**config.mk**
```make
export PLATFORM = sky130hd
export DESIGN_NAME = wishbone_peripheral_bridge
export DESIGN_NICKNAME = d
export VERILOG_FILES = /design/src/rtl/wishbone_peripheral_bridge_pkg.sv /design/src/rtl/wishbone_peripheral_bridge.sv
export SDC_FILE = /design/constraint.sdc
export NUM_CORES = 1
export LEC_CHECK = 0
export ABC_AREA = 1
export BUFFER_PORTS_ARGS = -buffer_cell sky130_fd_sc_hd__buf_2
export CAP_MARGIN = 20
export CORE_AREA = 2 2 105 107
export CTS_CLUSTER_DIAMETER = 200
export DETAILED_ROUTE_END_ITERATION = 8
export DIE_AREA = 0 0 107 109
export HOLD_SLACK_MARGIN = 0.12
export MAX_ROUTING_LAYER = met4
export PLACE_DENSITY = 0.7
export REMOVE_ABC_BUFFERS = 1
export SETUP_SLACK_MARGIN = 0.4
export SYNTH_ARGS = -nofsm -noshare
export SYNTH_HDL_FRONTEND = slang
export SYNTH_SLANG_ARGS = --single-unit
```
**constraint.sdc**
```tcl
create_clock -name clk -period 1.45 [get_ports clk]
set_input_delay 0.145 -clock clk [delete_from_list [all_inputs] [get_ports clk]]
set_output_delay 0.145 -clock clk [all_outputs]
set_load 0.01 [all_outputs]
```
**src/rtl/wishbone_peripheral_bridge_pkg.sv**
```systemverilog
// Shared definitions for the Wishbone-to-peripheral-bus bridge: FSM states and bus constants.
package wishbone_peripheral_bridge_pkg;

  localparam int unsigned PBUS_ADDR_W        = 24;
  localparam logic [31:0] PBUS_UNMAPPED_DATA = 32'hFFFF_FFFF;

  typedef enum logic [1:0] {
    ST_IDLE    = 2'd0,
    ST_ACCESS  = 2'd1,
    ST_RESPOND = 2'd2
  } bridge_state_t;

endpackage

```
**src/rtl/wishbone_peripheral_bridge.sv**
```systemverilog
// Wishbone classic slave mastering the shared peripheral bus; one access in flight.
// Optional busy timeout with wb_err_o is enabled by defining BRIDGE_TIMEOUT_EN.
module wishbone_peripheral_bridge
  import wishbone_peripheral_bridge_pkg::*;
#(
  parameter logic [7:0]  BASE_ADDRESS   = 8'h30,
  parameter int unsigned TIMEOUT_CYCLES = 255
) (
  input  logic                   clk,
  input  logic                   rst,
  input  logic                   wb_cyc_i,
  input  logic                   wb_stb_i,
  input  logic                   wb_we_i,
  input  logic [3:0]             wb_sel_i,
  input  logic [31:0]            wb_adr_i,
  input  logic [31:0]            wb_data_i,
  output logic                   wb_ack_o,
  output logic                   wb_err_o,
  output logic [31:0]            wb_data_o,
  output logic                   peripheralBus_we,
  output logic                   peripheralBus_oe,
  input  logic                   peripheralBus_busy,
  output logic [PBUS_ADDR_W-1:0] peripheralBus_address,
  output logic [3:0]             peripheralBus_byteSelect,
  output logic [31:0]            peripheralBus_dataWrite,
  input  logic [31:0]            peripheralBus_dataRead,
  input  logic                   requestOutput
);

  if (TIMEOUT_CYCLES < 1 || TIMEOUT_CYCLES > 255) begin : g_bad_timeout
    $error("TIMEOUT_CYCLES must be in 1..255");
  end

  bridge_state_t state;
  logic          is_write;
  logic          select;

  assign select = wb_cyc_i & wb_stb_i & (wb_adr_i[31:24] == BASE_ADDRESS);

`ifdef BRIDGE_TIMEOUT_EN
  localparam logic [7:0] TIMEOUT_LAST = 8'(TIMEOUT_CYCLES - 1);
  logic [7:0] busy_count;
  logic       err_q;
  assign wb_err_o = err_q;
`else
  assign wb_err_o = 1'b0;
`endif

  always_ff @(posedge clk or negedge rst) begin
    if (!rst) begin
      state                    <= ST_IDLE;
      is_write                 <= 1'b0;
      wb_ack_o                 <= 1'b0;
      wb_data_o                <= '0;
      peripheralBus_we         <= 1'b0;
      peripheralBus_oe         <= 1'b0;
      peripheralBus_address    <= '0;
      peripheralBus_byteSelect <= '0;
      peripheralBus_dataWrite  <= '0;
`ifdef BRIDGE_TIMEOUT_EN
      busy_count               <= '0;
      err_q                    <= 1'b0;
`endif
    end else begin
      wb_ack_o <= 1'b0;
`ifdef BRIDGE_TIMEOUT_EN
      err_q    <= 1'b0;
`endif
      case (state)
        ST_IDLE: begin
          if (select) begin
            peripheralBus_address    <= wb_adr_i[PBUS_ADDR_W-1:0];
            peripheralBus_byteSelect <= wb_sel_i;
            peripheralBus_dataWrite  <= wb_data_i;
            is_write                 <= wb_we_i;
            peripheralBus_we         <= wb_we_i;
            peripheralBus_oe         <= ~wb_we_i;
`ifdef BRIDGE_TIMEOUT_EN
            busy_count               <= '0;
`endif
            state                    <= ST_ACCESS;
          end
        end
        ST_ACCESS: begin
          // An abandoned cycle takes priority over completion so no ack is emitted.
          if (!wb_cyc_i) begin
            peripheralBus_we <= 1'b0;
            peripheralBus_oe <= 1'b0;
            state            <= ST_IDLE;
          end else if (!peripheralBus_busy) begin
            peripheralBus_we <= 1'b0;
            peripheralBus_oe <= 1'b0;
            wb_ack_o         <= 1'b1;
            if (is_write)           wb_data_o <= '0;
            else if (requestOutput) wb_data_o <= peripheralBus_dataRead;
            else                    wb_data_o <= PBUS_UNMAPPED_DATA;
            state            <= ST_RESPOND;
          end
`ifdef BRIDGE_TIMEOUT_EN
          else if (busy_count == TIMEOUT_LAST) begin
            peripheralBus_we <= 1'b0;
            peripheralBus_oe <= 1'b0;
            err_q            <= 1'b1;
            wb_data_o        <= PBUS_UNMAPPED_DATA;
            state            <= ST_RESPOND;
          end else begin
            busy_count <= busy_count + 8'd1;
          end
`endif
        end
        ST_RESPOND: state <= ST_IDLE;
        default:    state <= ST_IDLE;
      endcase
    end
  end

endmodule

```
==> impl_metrics.env <==
export IMPL_outcome="finished, final reports clean"
export IMPL_fin_nets=867
export IMPL_die_h_um=109
export IMPL_cp_cell_sequence="nor2_2 > nand2_4 > nor2_4 > buf_12 > o211ai_1 > nand2_1"
export IMPL_die_area_um2=11700
export IMPL_cp_start_kind="flop"
export IMPL_cap_violations=0
export IMPL_final_hold_violation_count=0
export IMPL_arrival_ns=1.57
export IMPL_power_uw=5040
export IMPL_setup_violations=0
export IMPL_root_buffer="clkbuf_8"
export IMPL_fin_crit_sh=0.881
export IMPL_max_freq_mhz=783
export IMPL_numPlacedInstances=766
export IMPL_avgSynthCellArea_um2=9.33
export IMPL_diodes=0
export IMPL_start_util=0.388
export IMPL_path_class="reg2reg"
export IMPL_antenna_found_initial=0
export IMPL_slew_headroom=0.337
export IMPL_cp_end_kind="flop"
export IMPL_grt_overflow=0
export IMPL_gp_congestion=0.761
export IMPL_ys_seq_area_frac=0.596
export IMPL_final_cell_mix="buf_2 (181), nand2_1 (102), dfrtp_1 (98)"
export IMPL_hpwl_mm=7.18
export IMPL_num_vias=4289
export IMPL_synthCells=441
export IMPL_path_buf_inv=1
export IMPL_drt_first_pass_iters=4
export IMPL_area_growth_pct=64.1
export IMPL_worst_pin_slew_ns=0.993
export IMPL_critPathTopFamily="simple AND/OR/NAND/NOR gates"
export IMPL_tns_ns=0
export IMPL_dpl_worst_slack_ns=0.0696
export IMPL_ys_warn_count=0
export IMPL_grt_pass1_wl_mm=19.6
export IMPL_skew_ns=0.00484
export IMPL_final_common_cell="buf_2"
export IMPL_cts_sinks=98
export IMPL_yosysTopAreaCell="dfrtp_1"
export IMPL_first_global_vias=4195
export IMPL_io_buffer_count=201
export IMPL_clockBufferDepth=2
export IMPL_path_max_fanout=21
export IMPL_synth_distinct_cells=18
export IMPL_fin_crit_ns=1.28
export IMPL_wl_per_cell_um=14.5
export IMPL_cp_required_ns=1.74
export IMPL_synth_seq_cells=98
export IMPL_syn_area_um2=4120
export IMPL_crit_slowest_cell="dfrtp_1"
export IMPL_synth_top_area_frac=0.596
export IMPL_clock_latency_ns=0.35
export IMPL_drive_gt1_frac=0.349
export IMPL_p_per_area_nw_per_um2=747
export IMPL_die_x_um=107
export IMPL_max_stage_delay_ns=0.40
export IMPL_setup_ws_ns=0.173
export IMPL_vias_per_cell=4.74
export IMPL_synth_area_leaders="dfrtp_1 (60%), nand2_1 (9.4%), inv_1 (6.1%), o21ai_0 (6.0%), o211ai_1 (5.8%)"
export IMPL_drtIter0Drc=349
export IMPL_core_rowCount=38
export IMPL_rsz0062_at_grt="true"
export IMPL_io_pins=203
export IMPL_slew_violations=0
export IMPL_hold_class="in2reg"
export IMPL_instances_no_fill=904
export IMPL_drc=0
export IMPL_cts_tree="done"
export IMPL_drtAntennaViolNets=0
export IMPL_routed_wl_mm=13.1
export IMPL_h_tree_depth=3
export IMPL_numCtsBuffers=9
export IMPL_globalRouteTotalUtil=0.218
export IMPL_p_leak_uw=0.00389
export IMPL_path_clk_slew_ns=0.09
export IMPL_core_area_um2=10600
export IMPL_vdd_drop_max_mv=0.455
export IMPL_grt_max_degree=99
routing by layer:
| layer | wire length [µm] | vias up | GRT usage |
|---|---|---|---|
| li1 | - | 2046 | - |
| met1 | 5240 | 2031 | 0.259 |
| met2 | 6720 | 174 | 0.365 |
| met3 | 717 | 38 | 0.0395 |
| met4 | 404 | 0 | 0.0993 |
| met5 | 0 | - | - |
tightest hold or removal path, stage by stage:
cell and delay [ns]:
buf_2 0.09, nor2_1 0.04, nand3_1 0.09, nand3_1 0.07, nand2_1 0.06
sequential cells by signal, summed over array words and instances (netlist names):
name	flops
peripheralBus_dataWrite	32
wb_data_o	32
peripheralBus_address	24
peripheralBus_byteSelect	4
state	2
is_write	1
peripheralBus_oe	1
peripheralBus_we	1
wb_ack_o	1
stage by stage:
stage	hold slack [ns]	utilization	cell area, µm²
CTS	0.149	0.608	6450
detailed placement	0.248	0.495	5250
global placement	0.241	0.495	5250
floorplan	-0.151	-	3930
finish	0.165	0.637	6760
global route	0.187	0.637	6760
worst paths after layout:
kind                       slack, ns                                     from                                       to  cells past startpoint
max in group asynchronous       0.67                                      rst                 wb_data_o[8]$_DFFE_PN0P_                      3
hold / removal                  0.16                             wb_adr_i[27]             peripheralBus_oe$_DFFE_PN0P_                      5
min in group asynchronous       0.40                                      rst   peripheralBus_dataWrite[0]$_DFFE_PN0P_                      3
setup reg to reg                0.17                     state[1]$_DFFE_PN0P_                 wb_data_o[0]$_DFFE_PN0P_                      6
setup / recovery                0.17                     state[1]$_DFFE_PN0P_                 wb_data_o[0]$_DFFE_PN0P_                      6
hold reg to reg                 0.49  peripheralBus_dataWrite[28]$_DFFE_PN0P_  peripheralBus_dataWrite[28]$_DFFE_PN0P_                      2
power by group:
part / total, µW / leakage [µW] / switching, µW / internal, µW
clock: 1580 / 0.0000855 / 877 / 708
sequential: 2800 / 0.00136 / 25.9 / 2780
combinational: 657 / 0.00245 / 285 / 372
cells by family after synthesis:
logic type,Yosys count,share of synthesized area
and+or+nand+nor,122,0.120
other,1,0.000911
buffers and inverters,96,0.108
DFF,98,0.596
AOI/OAI and AO/OA,124,0.176
area by class of cell:
class / count / area (µm²)
Fill cell: 856 / 3850
Timing Repair Buffer: 337 / 2470
Sequential cell: 98 / 2450
Multi-Input combinational cell: 247 / 1240
Inverter: 67 / 251
Tap cell: 140 / 175
Clock buffer: 13 / 159
Clock inverter: 2 / 12.5
repair_timing:
item / 4_1_cts / 5_1_grt
pin swaps: 2 / 1
setup buffers: 5 / 20
gates cloned: 0 / 3
resized for setup: 8 / 27
setup endpoints to repair: 126 / 188
endpoints found under the hold margin: 193 / 0
hold buffers: 95 / 0
cell usage after synthesis (all sizes together):
cell type	number
nand3	5
nor2	11
dfrtp	98
o21ai	92
nand4	2
and2	1
nand2	103
o211ai	32
buf	13
clkbuf	16
inv	67
conb	1
(Power assumes the default switching activity.)
